`config.mk`:
```
export PLATFORM = sky130hd
export DESIGN_NAME = seg_scroll_controller
export DESIGN_NICKNAME = d
export VERILOG_FILES = /design/src/rtl/seg_scroll_pkg.sv /design/src/rtl/scroll_tick_gen.sv /design/src/rtl/seg_scroll_controller.sv
export SDC_FILE = /design/constraint.sdc
export NUM_CORES = 1
export LEC_CHECK = 0
export CORE_MARGIN = 2
export CORE_UTILIZATION = 65
export DETAILED_ROUTE_END_ITERATION = 12
export DONT_BUFFER_PORTS = 1
export PLACE_DENSITY = 0.91
export SETUP_SLACK_MARGIN = 0.5
export SKIP_LAST_GASP = 1
export SLEW_MARGIN = 25
export SYNTH_ARGS = -nofsm -noshare
export SYNTH_HDL_FRONTEND = slang
export SYNTH_SLANG_ARGS = --single-unit
```
`constraint.sdc`:
```
create_clock -name clk -period 6.2 [get_ports clk]
set_input_delay 0.93 -clock clk [delete_from_list [all_inputs] [get_ports clk]]
set_output_delay 0.93 -clock clk [all_outputs]
set_load 0.02 [all_outputs]
```
`src/rtl/seg_scroll_pkg.sv`:
```
// Shared definitions for the scrolling seven-segment message controller.
package seg_scroll_pkg;

    typedef enum logic [1:0] {
        IDLE,
        CLEAR,
        SCROLL,
        DONE
    } state_t;

    localparam int unsigned DISPLAY_DIGITS = 8;
    localparam int unsigned BLANK_W        = $clog2(DISPLAY_DIGITS);

endpackage

```
`src/rtl/scroll_tick_gen.sv`:
```
// Free-running period counter producing a one-cycle tick every PERIOD cycles.
module scroll_tick_gen #(
    parameter int unsigned PERIOD = 4
) (
    input  logic clk,
    input  logic rst,
    input  logic restart,
    output logic tick
);

    localparam int unsigned CW = (PERIOD > 2) ? $clog2(PERIOD) : 1;

    logic [CW-1:0] count;

    always_ff @(posedge clk or posedge rst) begin
        if (rst) begin
            count <= '0;
        end else if (restart || tick) begin
            count <= '0;
        end else begin
            count <= count + CW'(1);
        end
    end

    assign tick = (count == CW'(PERIOD - 1));

endmodule

```
`src/rtl/seg_scroll_controller.sv`:
```
// Buffers hex nibbles and scrolls them through an 8-digit shift display,
// followed by a blank trailer, optionally looping.
module seg_scroll_controller
    import seg_scroll_pkg::*;
#(
    parameter real         CLK_FREQ    = 100.0,
    parameter real         SCROLL_RATE = 4.0,
    parameter int unsigned MSG_DEPTH   = 16
) (
    input  logic                         clk,
    input  logic                         rst,
    input  logic                         msg_wr,
    input  logic [3:0]                   msg_data,
    input  logic                         msg_clr,
    input  logic                         start,
    input  logic                         stop,
    input  logic                         loop,
    output logic                         busy,
    output logic                         done,
    output logic                         msg_full,
    output logic [$clog2(MSG_DEPTH):0]   msg_count,
    output logic [3:0]                   seg_data,
    output logic                         seg_off,
    output logic                         seg_write,
    output logic                         seg_shift,
    output logic                         seg_clear
);

    localparam int          TICK_CYCLES = int'(CLK_FREQ * 1.0e6 / SCROLL_RATE);
    localparam int unsigned CW          = $clog2(MSG_DEPTH) + 1;
    localparam int unsigned AW          = (MSG_DEPTH > 1) ? $clog2(MSG_DEPTH) : 1;

    if (TICK_CYCLES < 2) begin : g_tick_check
        $error("seg_scroll_controller: TICK_CYCLES must be at least 2");
    end

    state_t               state, state_next;
    logic [CW-1:0]        idx;
    logic [BLANK_W-1:0]   blank_cnt;
    logic                 loop_q;
    logic                 tick;
    logic [3:0]           msg_buf [MSG_DEPTH];

    logic                 start_ok, wr_ok, data_push, last_blank;
    logic                 push, clear_d, seg_off_d;
    logic [3:0]           seg_data_d;

    assign msg_full   = (msg_count == CW'(MSG_DEPTH));
    assign start_ok   = (state == IDLE) && start && !stop && (msg_count != '0);
    assign wr_ok      = (state == IDLE) && msg_wr && !msg_clr && !msg_full;
    assign data_push  = (idx < msg_count);
    assign last_blank = (blank_cnt == BLANK_W'(DISPLAY_DIGITS - 1));

    // Restarting on the accepted start makes the CLEAR cycle count zero, so the
    // first push lands TICK_CYCLES cycles after the seg_clear pulse.
    scroll_tick_gen #(
        .PERIOD (TICK_CYCLES)
    ) u_tick (
        .clk     (clk),
        .rst     (rst),
        .restart (start_ok),
        .tick    (tick)
    );

    always_ff @(posedge clk or posedge rst) begin
        if (rst) begin
            state     <= IDLE;
            busy      <= 1'b0;
            done      <= 1'b0;
            seg_data  <= '0;
            seg_off   <= 1'b0;
            seg_write <= 1'b0;
            seg_shift <= 1'b0;
            seg_clear <= 1'b0;
        end else begin
            state     <= state_next;
            busy      <= (state_next != IDLE);
            done      <= (state_next == DONE);
            seg_data  <= seg_data_d;
            seg_off   <= seg_off_d;
            seg_write <= push;
            seg_shift <= push;
            seg_clear <= clear_d;
        end
    end

    always_comb begin
        state_next = state;
        unique case (state)
            IDLE:    if (start_ok) state_next = CLEAR;
            CLEAR:   state_next = SCROLL;
            SCROLL:  if (push && !data_push && last_blank && !loop_q) state_next = DONE;
            DONE:    state_next = IDLE;
            default: state_next = IDLE;
        endcase
        if (stop && state != IDLE) state_next = IDLE;
    end

    always_comb begin
        push       = (state == SCROLL) && tick && !stop;
        clear_d    = start_ok || (stop && state != IDLE);
        seg_data_d = '0;
        seg_off_d  = 1'b0;
        if (push) begin
            if (data_push) seg_data_d = msg_buf[idx[AW-1:0]];
            else           seg_off_d  = 1'b1;
        end
    end

    always_ff @(posedge clk or posedge rst) begin
        if (rst) begin
            idx       <= '0;
            blank_cnt <= '0;
            loop_q    <= 1'b0;
            msg_count <= '0;
        end else begin
            if (start_ok) loop_q <= loop;
            if (state == CLEAR) begin
                idx       <= '0;
                blank_cnt <= '0;
            end else if (push) begin
                if (data_push) begin
                    idx <= idx + CW'(1);
                end else if (last_blank) begin
                    idx       <= '0;
                    blank_cnt <= '0;
                end else begin
                    blank_cnt <= blank_cnt + BLANK_W'(1);
                end
            end
            if (state == IDLE && msg_clr) msg_count <= '0;
            else if (wr_ok)               msg_count <= msg_count + CW'(1);
        end
    end

    // Contents are never cleared; msg_count alone defines what is valid.
    always_ff @(posedge clk) begin
        if (wr_ok) msg_buf[msg_count[AW-1:0]] <= msg_data;
    end

endmodule

```
## Word-level counts from Yosys, hierarchy flattened

Memories as Yosys holds them, arrays and structs flattened.
Cells that the tools add are included.

| operators by class | value |
|---|---|
| $add $sub $neg | 4 |
| $mul | 0 |
| divide/modulo/power cells | 0 |
| order comparisons | 1 |
| eq/ne operators | 8 |
| shifts and indexed selects | 0 |
| muxes and demuxes | 21 |
| bitwise operators | 0 |
| reductions and logical operators | 29 |

Operator list:

| operator | number |
|---|---|
| 5-bit 2-to-1 mux | 6 |
| 25-bit by 1-bit adder with 25-bit output, second input constant | 1 |
| 25-bit == test, second input constant | 1 |
| 25-bit 2-to-1 mux | 1 |
| 1-bit logical AND | 13 |
| 3-bit 2-to-1 mux | 4 |
| 5-bit by 1-bit adder with 5-bit output, second input constant | 2 |
| 4-bit 2-to-1 mux | 2 |
| 2-bit case mux with 4 select lines | 1 |
| 2-bit nonzero test | 4 |
| 2-bit == test, second input constant | 3 |
| 2-bit 2-to-1 mux | 3 |
| 5-bit == test, second input constant | 1 |
| 1-bit logical NOT | 5 |
| 5-bit < comparator | 1 |
| 5-bit nonzero test | 1 |
| 1-bit 2-to-1 mux | 4 |
| 2-bit AND reduction | 2 |
| 3-bit by 1-bit adder with 3-bit output, second input constant | 1 |
| 3-bit == test, second input constant | 1 |
| 3-bit nonzero test | 1 |
| 2-bit by 1-bit == test with 1-bit output, second input constant | 1 |
| 2-bit logical NOT | 1 |
| 1-bit logical OR | 2 |
| 2-bit by 1-bit != test with 1-bit output, second input constant | 1 |

| storage, ports and cells | value |
|---|---|
| bits in registers | 50 |
| latch bits | 0 |
| bits in writable memories | 64 |
| bits in read-only memories | 0 |
| input bits | 11 |
| output and inout bits | 16 |
| word-level logic and storage cells | 76 |
| memories kept | 1 |

Memories:

| name | depth | bits a word | read ports | clocked after memory_dff | write ports | RTL line | text |
|---|---|---|---|---|---|---|---|
| msg_buf | 16 | 4 | 1 | 0 | 1 | seg_scroll_controller.sv:42 | `logic [3:0] msg_buf [MSG_DEPTH];` |

## Longest topological paths before layout

Gate-level depths: netlist of the first run.

| depth | value |
|---|---|
| word-level depth | 10 |
| depth in mapped cells | 9 |
| mapped depth without buffers | 7 |

## Cells and area by module

From an unflattened synthesis of the first run, not the netlist that was laid out.

| second synthesis, totals | value |
|---|---|
| cell total of the unflattened synthesis | 386 |
| area, all modules | 5162.5 µm² |

By module, submodules not included:

| module | times used | cells each | area an instance (µm²) | sequential area each (µm²) |
|---|---|---|---|---|
| seg_scroll_controller | 1 | 250 | 3870.0 | 2547.4 |
| scroll_tick_gen | 1 | 136 | 1292.5 | 625.6 |

## Least setup slack after synthesis of the first run

OpenSTA, ideal clock, no wires.

| timing path | value |
|---|---|
| path type | register to register |
| start point | register u_tick.count[7] |
| end point | register blank_cnt[0] |
| setup time | 0.078 ns |
| arrival | 2.460 ns |
| required time | 6.122 ns |
| slack | 3.663 ns |
| stages on the path, launching flop included | 7 |
| buffers on the path | 1 |
| clock period less this slack | 2.537 ns |
| path through | dfrtp_1 or4b_1 or4_4 or3_1 buf_2 or4_1 a21oi_1 |

| on the way | value |
|---|---|
| word-level cells in the longest chain between the ends | 5 |

RTL lines:

| item | RTL line | text |
|---|---|---|
| start, declared | scroll_tick_gen.sv:13 | `logic [CW-1:0] count;` |
| start signal, assigned | scroll_tick_gen.sv:21 | `count <= count + CW'(1);` |
| 25-bit == test | scroll_tick_gen.sv:25 | `assign tick = (count == CW'(PERIOD - 1));` |
| 1-bit logical AND (2 in a row) | seg_scroll_controller.sv:100 | `push = (state == SCROLL) && tick && !stop;` |
| 2-bit nonzero test (no line) | -- |  |
| 2-bit AND reduction (no line) | -- |  |
| end signal, assigned | seg_scroll_controller.sv:128 | `blank_cnt <= blank_cnt + BLANK_W'(1);` |
| end, declared | seg_scroll_controller.sv:39 | `logic [BLANK_W-1:0] blank_cnt;` |

Every way passes these cells.
A chain may end at the register's enable or synchronous reset.

## Worst setup path after layout of the first run

| timing path | value |
|---|---|
| start point | register state[0] |
| end point | memory msg_buf[3][0] (enable) |

| on the way | value |
|---|---|
| word-level cells in the longest chain between the ends | 6 |

RTL lines:

| item | RTL line | text |
|---|---|---|
| start, declared | seg_scroll_controller.sv:37 | `state_t state, state_next;` |
| start signal, assigned | seg_scroll_controller.sv:76 | `state <= state_next;` |
| 2-bit logical NOT | seg_scroll_controller.sv:50 | `assign wr_ok = (state == IDLE) && msg_wr && !msg_clr && !msg_full;` |
| 1-bit logical AND (3 in a row) | seg_scroll_controller.sv:50 |  |
| 1-bit 2-to-1 mux | seg_scroll_controller.sv:138 | `if (wr_ok) msg_buf[msg_count[AW-1:0]] <= msg_data;` |
| 1-bit 2-to-1 mux (not written as such) | seg_scroll_controller.sv:138 |  |
| end, declared | seg_scroll_controller.sv:42 |  |

Every way passes these cells.

==> impl.org, run 1 <==
** Outcome
- The flow ran to the end, and the final reports show no timing, DRC or antenna violations.

** Floorplanning
- Pin placement for this block handled 27 I/O pins.
- Row generation in the floorplan step produced 32 rows.
- Starting density of the core :: 0.6610
- After floorplanning, the core was sized to cover 0.007647 mm2.
- Die outline height :: 92.19 um
- The die covers 0.008498 mm2.
- Chip Width :: 92.19 um

** Clock tree
- Clock tree buffer depth :: 2
- In this run, CTS created clock tree buffers numbering 17.
- Clock insertion delay at the later pin of the skew report :: 0.53 ns
- Clock H-tree levels :: 4
- Clock-pin slew was measured on the worst setup and hold paths at 0.06 ns.
- The tree built by TritonCTS fans out to 114 sinks.
- Post-CTS timing repair inserted 0 buffers for setup.
- The tree is rooted in a clkbuf_8.
- PostCTS Resize Cnt :: 0
- Buffers inserted to repair hold after CTS numbered 0.
- TritonCTS built the clock tree.

** Route
- Initial DRC Count :: 312
- The routed layout has 3209 vias.
- Routed wire length :: 10990 um
- The first TritonRoute pass finished after 5 iterations.
- Final routed DRC violation total :: 0
- Antenna viol nets, final :: 0
- Number of vias per cell :: 6.496
- Dividing the detail-routed wire length by the instance count gives 22.26 um.

** Worst setup path
- CP startpoint :: state[0]$_DFF_PP0_
- STA puts the critical path data arrival time at 3.03 ns.
- Max stage delay on crit path :: 0.58 ns
- Following the worst setup path forward leads to its endpoint at msg_buf[3][0]$_DFFE_PP_.
- Slowest stage cell, crit path :: a31oi_1
- STA classifies the critical path startpoint as a register.
- Worst Path Max Fanout :: 11
- Worst R2R Setup Slack :: 3.34 ns
- Worst-path cell chain :: inv_1 -> ha_1 -> nand3b_1 -> a31oi_1 -> nand2_1 -> nor3_1
- Counting cells, the worst reg-to-reg path comes to 6.
- Worst flop-to-flop path endpoint :: msg_buf[3][0]$_DFFE_PP_
- Category of the worst setup path capture point :: register
- Critical path class :: reg -> reg
- In this run the critical register-to-register path is launched from state[0]$_DFF_PP0_.
- Data required time of the critical path :: 6.36 ns

** STA
- Worst hold margin :: 0.4332 ns
- Setup-violating endpoint count in the final report :: 0
- Slew Limit Headroom :: 0.3899
- Between clock sinks in the finished design, the worst skew comes to 0.01167 ns.
- Final clock period utilization by the worst path :: 0.4619
- The max-slew violation count came to 0.
- For the pin with the worst max-slew slack, the measured transition is 0.9109 ns.
- Unrepaired setup endpoints after global routing :: false
- For this run, the top clock speed supported by timing is 0.3492 GHz.
- Post-route minimum period :: 2.864 ns
- Aggregate negative setup slack :: 0 ns
- The final hold violation count is 0.

** Place
- Routability-driven placement finished with a final weighted congestion of 0.8880.
- Quantity of I/O buffers inserted on ports :: 0
- Detailed placer's ending HPWL :: 6610 um
- The placed instances occupy a cell area of 0.005126 mm2.

** Synth
- Of the post-synthesis cell area, the dominant cell type holds 0.3802.
- Avg Inst Size Synth :: 13.48 um2
- Proportion of synthesized chip area in sequential cells :: 0.6277
- Synthesis warning total :: 0
- Area of the mapped netlist :: 0.005055 mm2
- Share of flip-flops with an asynchronous set or reset after synthesis :: 0.4386
- After synthesis, the cell types taking the most area are edfxtp_1 38%, dfrtp_1 25%, mux4_2 8.9%.
- Synthesized flop and latch total :: 114
- In this run, synthesis inferred 64 flip-flops with an integrated enable.
- Syn Nets :: 401
- The synthesized design spends more area on one cell type than any other, namely edfxtp_1.
- In the synthesized netlist, the number of instances is 375.
- Sorting the synthesized cells by how often they occur yields 64 x edfxtp_1, 50 x dfrtp_1, 47 x nor2_1, 22 x nand2_1, 20 x mux4_2.
- For this run, the leading register cell type out of synthesis is edfxtp_1.
- Synth cell types :: 45
- Most common cell in the netlist :: edfxtp_1

** Finish
- Layout overhead on the synthesized area :: 13.00%
- For this run, the post-layout net count is 405.
- After routing the design area is 0.005712 mm2.
- Across the whole layout, storage elements account for 0.003174 mm2.
- The multi-input combinational cells in the finished layout cover a total of 0.001770 mm2.
- Fill cells in the final layout number 432.
- Ratio of cells with drive above 1 in the final layout :: 0.1582
- Number of antenna repair diodes :: 0

** Power
- For this design the ratio of total power to cell area is 369.4 mW/mm2.
- Peak supply drop :: 0.3158 mV
- For this design the static power due to leakage is 2.214 nW.

** Run
- Across the run, the number of max-cap violations was 0.

** GRT
- Entering global routing, the biggest net connects 51 pins.
- Total global routing track utilization :: 0.2793
- Summed over all layers, the global routing overflow is 0.
- Number of global-route vias before repair :: 3187
- The initial antenna violation count was 0.
- The first global-routing pass estimated 17130 um of wire.

** Hold path
- Worst hold path type :: in -> async
area by class of cell:
type / instances / area share
timing repair buffer: 1 / 0.001314
clock inverter: 15 / 0.02870
tap: 102 / 0.02234
clock buffer: 17 / 0.07251
sequential: 114 / 0.5557
multi-input combinational: 231 / 0.3100
inverter: 14 / 0.009419
worst max-delay path: cells and delay by family, from the launching register on:
| kind | cells | cell delay (ns) |
|---|---|---|
| and+or+nand+nor | 3 | 1.03 |
| adders and majority gates | 1 | 0.37 |
| DFF | 1 | 0.41 |
| buffers and inverters | 1 | 0.09 |
| AOI/OAI and AO/OA | 1 | 0.58 |
cells by family (layout without fill, tap and decap cells):
| family | Yosys count | after routing | synth area share |
|---|---|---|---|
| AND/OR/NAND/NOR | 137 | 137 | 0.1361 |
| XOR/XNOR | 26 | 26 | 0.04505 |
| buffers and inverters | 30 | 47 | 0.02327 |
| multiplexers | 21 | 21 | 0.09134 |
| flip-flops | 114 | 114 | 0.6277 |
| adder cells (fa/ha/maj) | 15 | 15 | 0.03713 |
| AO/OA/AOI/OAI | 32 | 32 | 0.03936 |
cell usage in the layout (no fill, tap or decap), types with 7 or more instances in the layout:
cell        n
dfrtp_1    49
xnor2_1     9
mux4_2     20
clkbuf_16  16
ha_1       15
nor2_1     47
xor2_1     17
nand3_1    14
inv_1      12
and3_1     10
nand2_1    22
nand4_1     7
nand2b_1    7
a21oi_1    11
edfxtp_1   64
layer usage:
metal | vias to the layer above | part of all wire | GRT usage
li1 | 1396 | - | -
met3 | 27 | 0.077 | 0.07642
met5 | - | 0 | 0
met2 | 176 | 0.53 | 0.4786
met1 | 1610 | 0.37 | 0.3469
met4 | 0 | 0.021 | 0.09328
worst min-delay path by stage:
| stage | cells past startpoint | slack, ns | end |
|---|---|---|---|
| final | 1 | 0.43 | seg_off$_DFF_PP0_ |
| after global routing | 1 | 0.48 | msg_count[0]$_DFFE_PP0P_ |
| after CTS | 1 | 0.48 | msg_count[0]$_DFFE_PP0P_ |
| after detailed placement | 1 | 0.48 | u_tick.count[0]$_DFF_PP0_ |
| after global placement | 1 | 0.47 | u_tick.count[0]$_DFF_PP0_ |
| after floorplan | 1 | 0.45 | u_tick.count[0]$_DFF_PP0_ |
sequential cells by signal (all words and copies together), names as in the netlist, 2 cells and up:
register,cells
blank_cnt,3
msg_buf,64
u_tick.count,25
state,2
seg_data,4
msg_count,5
idx,5
where the power goes:
| part | switching [mW] | internal (mW) |
|---|---|---|
| clock network | 0.403 | 0.552 |
| logic | 0.154 | 0.0883 |
| registers | 0.0582 | 0.854 |
| total | 0.615 | 1.49 |
per-stage QoR:
| step | utilization | cells | worst slack, ns | power (mW) |
|---|---|---|---|---|
| 2_1_floorplan | - | 375 | 3.663 | 1.103 |
| 3_3_place_gp | 0.6702 | 462 | 3.560 | 1.147 |
| 3_5_place_dp | 0.6703 | 462 | 3.403 | 1.161 |
| 4_1_cts | 0.7459 | 494 | 3.401 | 2.108 |
| 5_1_grt | 0.7469 | 494 | 3.056 | 2.172 |
| 6_report | 0.7469 | 494 | 3.336 | 2.110 |
Note: power is estimated with default switching activity, not from simulation.
==> run 2: changes to the inputs <==
--- a/config.mk
+++ b/config.mk
@@ -6,10 +6,10 @@
 export NUM_CORES = 1
 export LEC_CHECK = 0
 export CORE_MARGIN = 2
-export CORE_UTILIZATION = 65
+export CORE_UTILIZATION = 57
 export DETAILED_ROUTE_END_ITERATION = 12
 export DONT_BUFFER_PORTS = 1
-export PLACE_DENSITY = 0.91
+export PLACE_DENSITY = 0.85
 export SETUP_SLACK_MARGIN = 0.5
 export SKIP_LAST_GASP = 1
 export SLEW_MARGIN = 25
==> constraint.sdc (replaced) <==
create_clock -name clk -period 2.4 [get_ports clk]
set_input_delay 0.36 -clock clk [delete_from_list [all_inputs] [get_ports clk]]
set_output_delay 0.36 -clock clk [all_outputs]
set_load 0.02 [all_outputs]
==> run 2 against run 1 <==
  * The run now ends with setup timing left
  * Global-route usage grew 2.5 points
  * Clock skew grew 0.0027 ns
  * Sequential share of layout area shrank 8.5 points
  * Register-to-register slack lost 3.5 ns
  * Cell count grew 14%
  * Non-clock buffer count grew 62
  * Fmax grew 10%
  * Final area grew 18%
  * Sequential power grew to 2.6 times the previous value
  * Worst hold slack lost 0.10 ns
  * Critical endpoint is now blank_cnt[0]$_DFFE_PP0P_
  * Largest cell class unchanged
==> impl.org, run 2 (synthesized netlist as in run 1, its figures left out) <==
** Outcome
- Run status: finished, violations left (was finished clean).
- Failing checks :: setup timing

** Finish
- The number of flip-flops in the largest register was 64 (unchanged).
- The share of cells above drive strength 1 is 0.3612 (was 0.1582).
- The final standard cell count with taps included and fillers excluded was 562 (was 494).
- Number of antenna repair diodes :: 0 (unchanged)
- Net count reported at finish :: 467 (was 405)
- Layout overhead on the synthesized area :: 33.59% (was 13.00%)
- The most frequent standard cell in the layout excluding fill and tap cells is edfxtp_1 (unchanged).
- Leading cell types in the layout, fill and taps excluded :: 64 x edfxtp_1, 48 x dfrtp_1, 33 x buf_4 (was 64 x edfxtp_1, 49 x dfrtp_1, 47 x nor2_1)
- The number of filler cells placed in the layout is 411 (was 432).

** Worst setup path
- Worst R2R Setup Slack :: -0.20 ns (was 3.34 ns)
- The kind of end point of the critical path is a register (unchanged).
- Slowest stage cell, crit path :: or4b_4 (was a31oi_1)
- The kind of start point of the critical path was a register (unchanged).
- Reg2reg path depth :: 6 (unchanged)
- Worst-path cell chain :: or4b_4 -> or4_4 -> or3_4 -> buf_4 -> o21ai_0 -> a21oi_2 (was inv_1 -> ha_1 -> nand3b_1 -> a31oi_1 -> nand2_1 -> nor3_1)
- The reg-to-reg critical path startpoint is u_tick.count[7]$_DFF_PP0_ (was state[0]$_DFF_PP0_).
- The end of the worst register-to-register path was blank_cnt[0]$_DFFE_PP0P_ (was msg_buf[3][0]$_DFFE_PP_).
- Data arrival time of the critical path :: 2.98 ns (was 3.03 ns)
- End point of the critical path :: blank_cnt[0]$_DFFE_PP0P_ (was msg_buf[3][0]$_DFFE_PP_)
- Critical path class :: reg -> reg (unchanged)
- The worst setup path startpoint was u_tick.count[7]$_DFF_PP0_ (was state[0]$_DFF_PP0_).
- Worst Path Max Fanout :: 4 (was 11)
- Data required time of the critical path :: 2.79 ns (was 6.36 ns)
- Max stage delay on crit path :: 0.58 ns (about the same)

** Route
- Initial DRC Count :: 462 (was 312)
- Final routed DRC violation total :: 0 (unchanged)
- The vias per cell came to 6.657 (was 6.496).
- Via total after detailed routing :: 3741 (was 3209)
- Number of detailed-route iterations in the first pass :: 6 (was 5)
- Routed wire length per instance :: 28.02 um (was 22.26 um)
- Routed wire length :: 15750 um (was 10990 um)
- Antenna viol nets, final :: 0 (unchanged)

** STA
- Max Clk Rate :: 0.3851 GHz (was 0.3492 GHz)
- Final clock period utilization by the worst path :: 1.082 (was 0.4619)
- The max-slew headroom at the worst pin is 0.3726 (was 0.3899).
- Slew @ Worst Pin :: 0.9397 ns (was 0.9109 ns)
- Setup-violating endpoint count in the final report :: 14 (was 0)
- Unrepaired setup endpoints after global routing: true (was false).
- The sum of negative setup slack is -1.361 ns (was 0 ns).
- Count of endpoints failing hold in the final timing report :: 0 (unchanged)
- Setup slack after layout :: -0.1964 ns (was 3.336 ns)
- Final worst clock skew :: 0.01438 ns (was 0.01167 ns)
- The max-slew violation count came to 0 (unchanged).
- Post-route minimum period :: 2.596 ns (was 2.864 ns)

** Floorplanning
- The total die area is 0.009637 mm2 (was 0.008498 mm2).
- Number of top-level pins :: 27 (unchanged)
- Total core area :: 0.008678 mm2 (was 0.007647 mm2)
- Site Rows :: 34 (was 32)
- Starting density of the core :: 0.5825 (was 0.6610)
- Chip Width :: 98.17 um (was 92.19 um)
- The height of the die is 98.17 um (was 92.19 um).

** Clock tree
- Cell at the root of the clock tree :: clkbuf_8 (unchanged)
- Post-CTS clock slew at the launch and capture registers of the worst setup and hold paths :: 0.07 ns (was 0.06 ns)
- Clock tree buffer depth :: 2 (unchanged)
- The clock tree from TritonCTS is yes (unchanged).
- Clock insertion delay at the later pin of the skew report :: 0.53 ns (about the same)
- The TritonCTS sink count was 114 (unchanged).
- Cts bufs inserted :: 17 (unchanged)
- The maximum level of the CTS H-tree is 4 (unchanged).

** Power
- Switching power total :: 1.971 mW (was 615.2 uW)
- The switching share of power came to 0.3149 (was 0.2915).
- The fraction of power consumed by the clock network is 0.415 (was 0.453).
- The reported leakage power is 2.606 nW (was 2.214 nW).
- The worst ir drop on vdd came to 0.8373 mV (was 0.3158 mV).
- The power per standard cell area is 926.7 mW/mm2 (was 369.4 mW/mm2).
- Combinational cell fraction of total power :: 0.206 (was 0.115)
- The internal cell power was 4.287 mW (was 1.495 mW).
- The overall power after layout came to 6.258 mW (was 2.110 mW).
- Fraction of power consumed by sequential logic :: 0.379 (was 0.432)

** Place
- The count of placed standard cells including taps was 491 (was 462).
- Detailed placer's ending HPWL :: 7003 um (was 6610 um)
- Final RePlAce weighted congestion :: 0.8493 (was 0.8880)
- The count of buffers from port buffering is 0 (unchanged).

** GRT
- Largest net degree at the start of global routing :: 45 (was 51)
- Grt ovf :: 0 (unchanged)
- Number of global-route vias before repair :: 3886 (was 3187)
- Global-route wire length before repair :: 21790 um (was 17130 um)
- Number of antenna violations at the first check in global routing :: 0 (unchanged)
- Total global routing track utilization :: 0.3047 (was 0.2793)

** Hold path
- The kind of path behind the tightest hold check was in -> reg (was in -> async).

** Run
- The max-capacitance violation count is 0 (unchanged).
==> run 2: area by class of cell <==
cell class                      instances  area [um2]  area share
Timing Repair Buffer                   63       656.9     0.09728
Tap cell                              108       135.1     0.02001
Clock buffer                           17       414.1     0.06133
Clock inverter                         15       170.2     0.02520
Inverter                               14       60.06    0.008894
Multi-Input combinational cell        231        2141      0.3170
Sequential cell                       114        3176      0.4703
==> run 2: critical path: cells and delay by family (launching register included) <==
family	cells	cell delay [ns]
simple gates	3	1.43
compound gates	2	0.45
flops	1	0.41
buf+inv	1	0.17
==> run 2: power groups by stage <==
stage	combinational [mW]	clock (mW)	sequential (mW)
6_report	1.29	2.60	2.37
2_1_floorplan	0.535	0	2.37
3_5_place_dp	0.742	0	2.39
3_3_place_gp	0.693	0	2.38
5_1_grt	1.36	2.66	2.39
4_1_cts	0.969	2.51	2.36
==> run 2: repair_timing <==
| item | in CTS | in global routing |
|---|---|---|
| pin swaps | 10 | 17 |
| hold buffers | 8 | 0 |
| setup buffers | 11 | 17 |
| setup endpoints to repair | 110 | 107 |
| endpoints found under the hold margin | 114 | 0 |
| gates cloned | 2 | 1 |
| gates resized for setup | 57 | 40 |
==> run 2: stage by stage <==
stage	instance area [um2]	util	hold slack [ns]	setup WS (ns)
after floorplan	5125	-	0.4430	-0.07022
after global placement	5385	0.6205	0.4466	-0.04624
after detailed placement	5385	0.6205	0.4521	-0.09144
after CTS	6391	0.7364	0.1467	-0.07928
after global routing	6753	0.7781	0.3274	-0.1961
final	6753	0.7781	0.3294	-0.1964
==> run 2: worst min-delay path by stage <==
stage | start | endpoint | slack (ns) | cells past startpoint
finish | start | loop_q$_DFFE_PP0P_ | 0.33 | 3
global route | start | loop_q$_DFFE_PP0P_ | 0.33 | 3
CTS | start | seg_clear$_DFF_PP0_ | 0.15 | 2
detailed placement | msg_clr | msg_count[0]$_DFFE_PP0P_ | 0.45 | 1
global placement | msg_clr | msg_count[0]$_DFFE_PP0P_ | 0.45 | 1
floorplan | msg_clr | msg_count[0]$_DFFE_PP0P_ | 0.44 | 1
==> run 2: per-layer routing <==
| metal | vias up | track usage | wire (um) |
|---|---|---|---|
| met1 | 1866 | 0.3578 | 5510 |
| met3 | 75 | 0.08304 | 1202 |
| li1 | 1516 | - | - |
| met4 | 0 | 0.1486 | 797 |
| met5 | - | 0 | 0 |
| met2 | 284 | 0.5211 | 8235 |
==> run 3: changes to the inputs <==
--- a/config.mk
+++ b/config.mk
@@ -7,6 +7,7 @@
 export LEC_CHECK = 0
 export CORE_MARGIN = 2
 export CORE_UTILIZATION = 57
+export CTS_CLUSTER_SIZE = 8
 export DETAILED_ROUTE_END_ITERATION = 12
 export DONT_BUFFER_PORTS = 1
 export PLACE_DENSITY = 0.85
==> results of run 3 <==
Same layout as run 2: the final DEF is identical, and so are final timing and power.
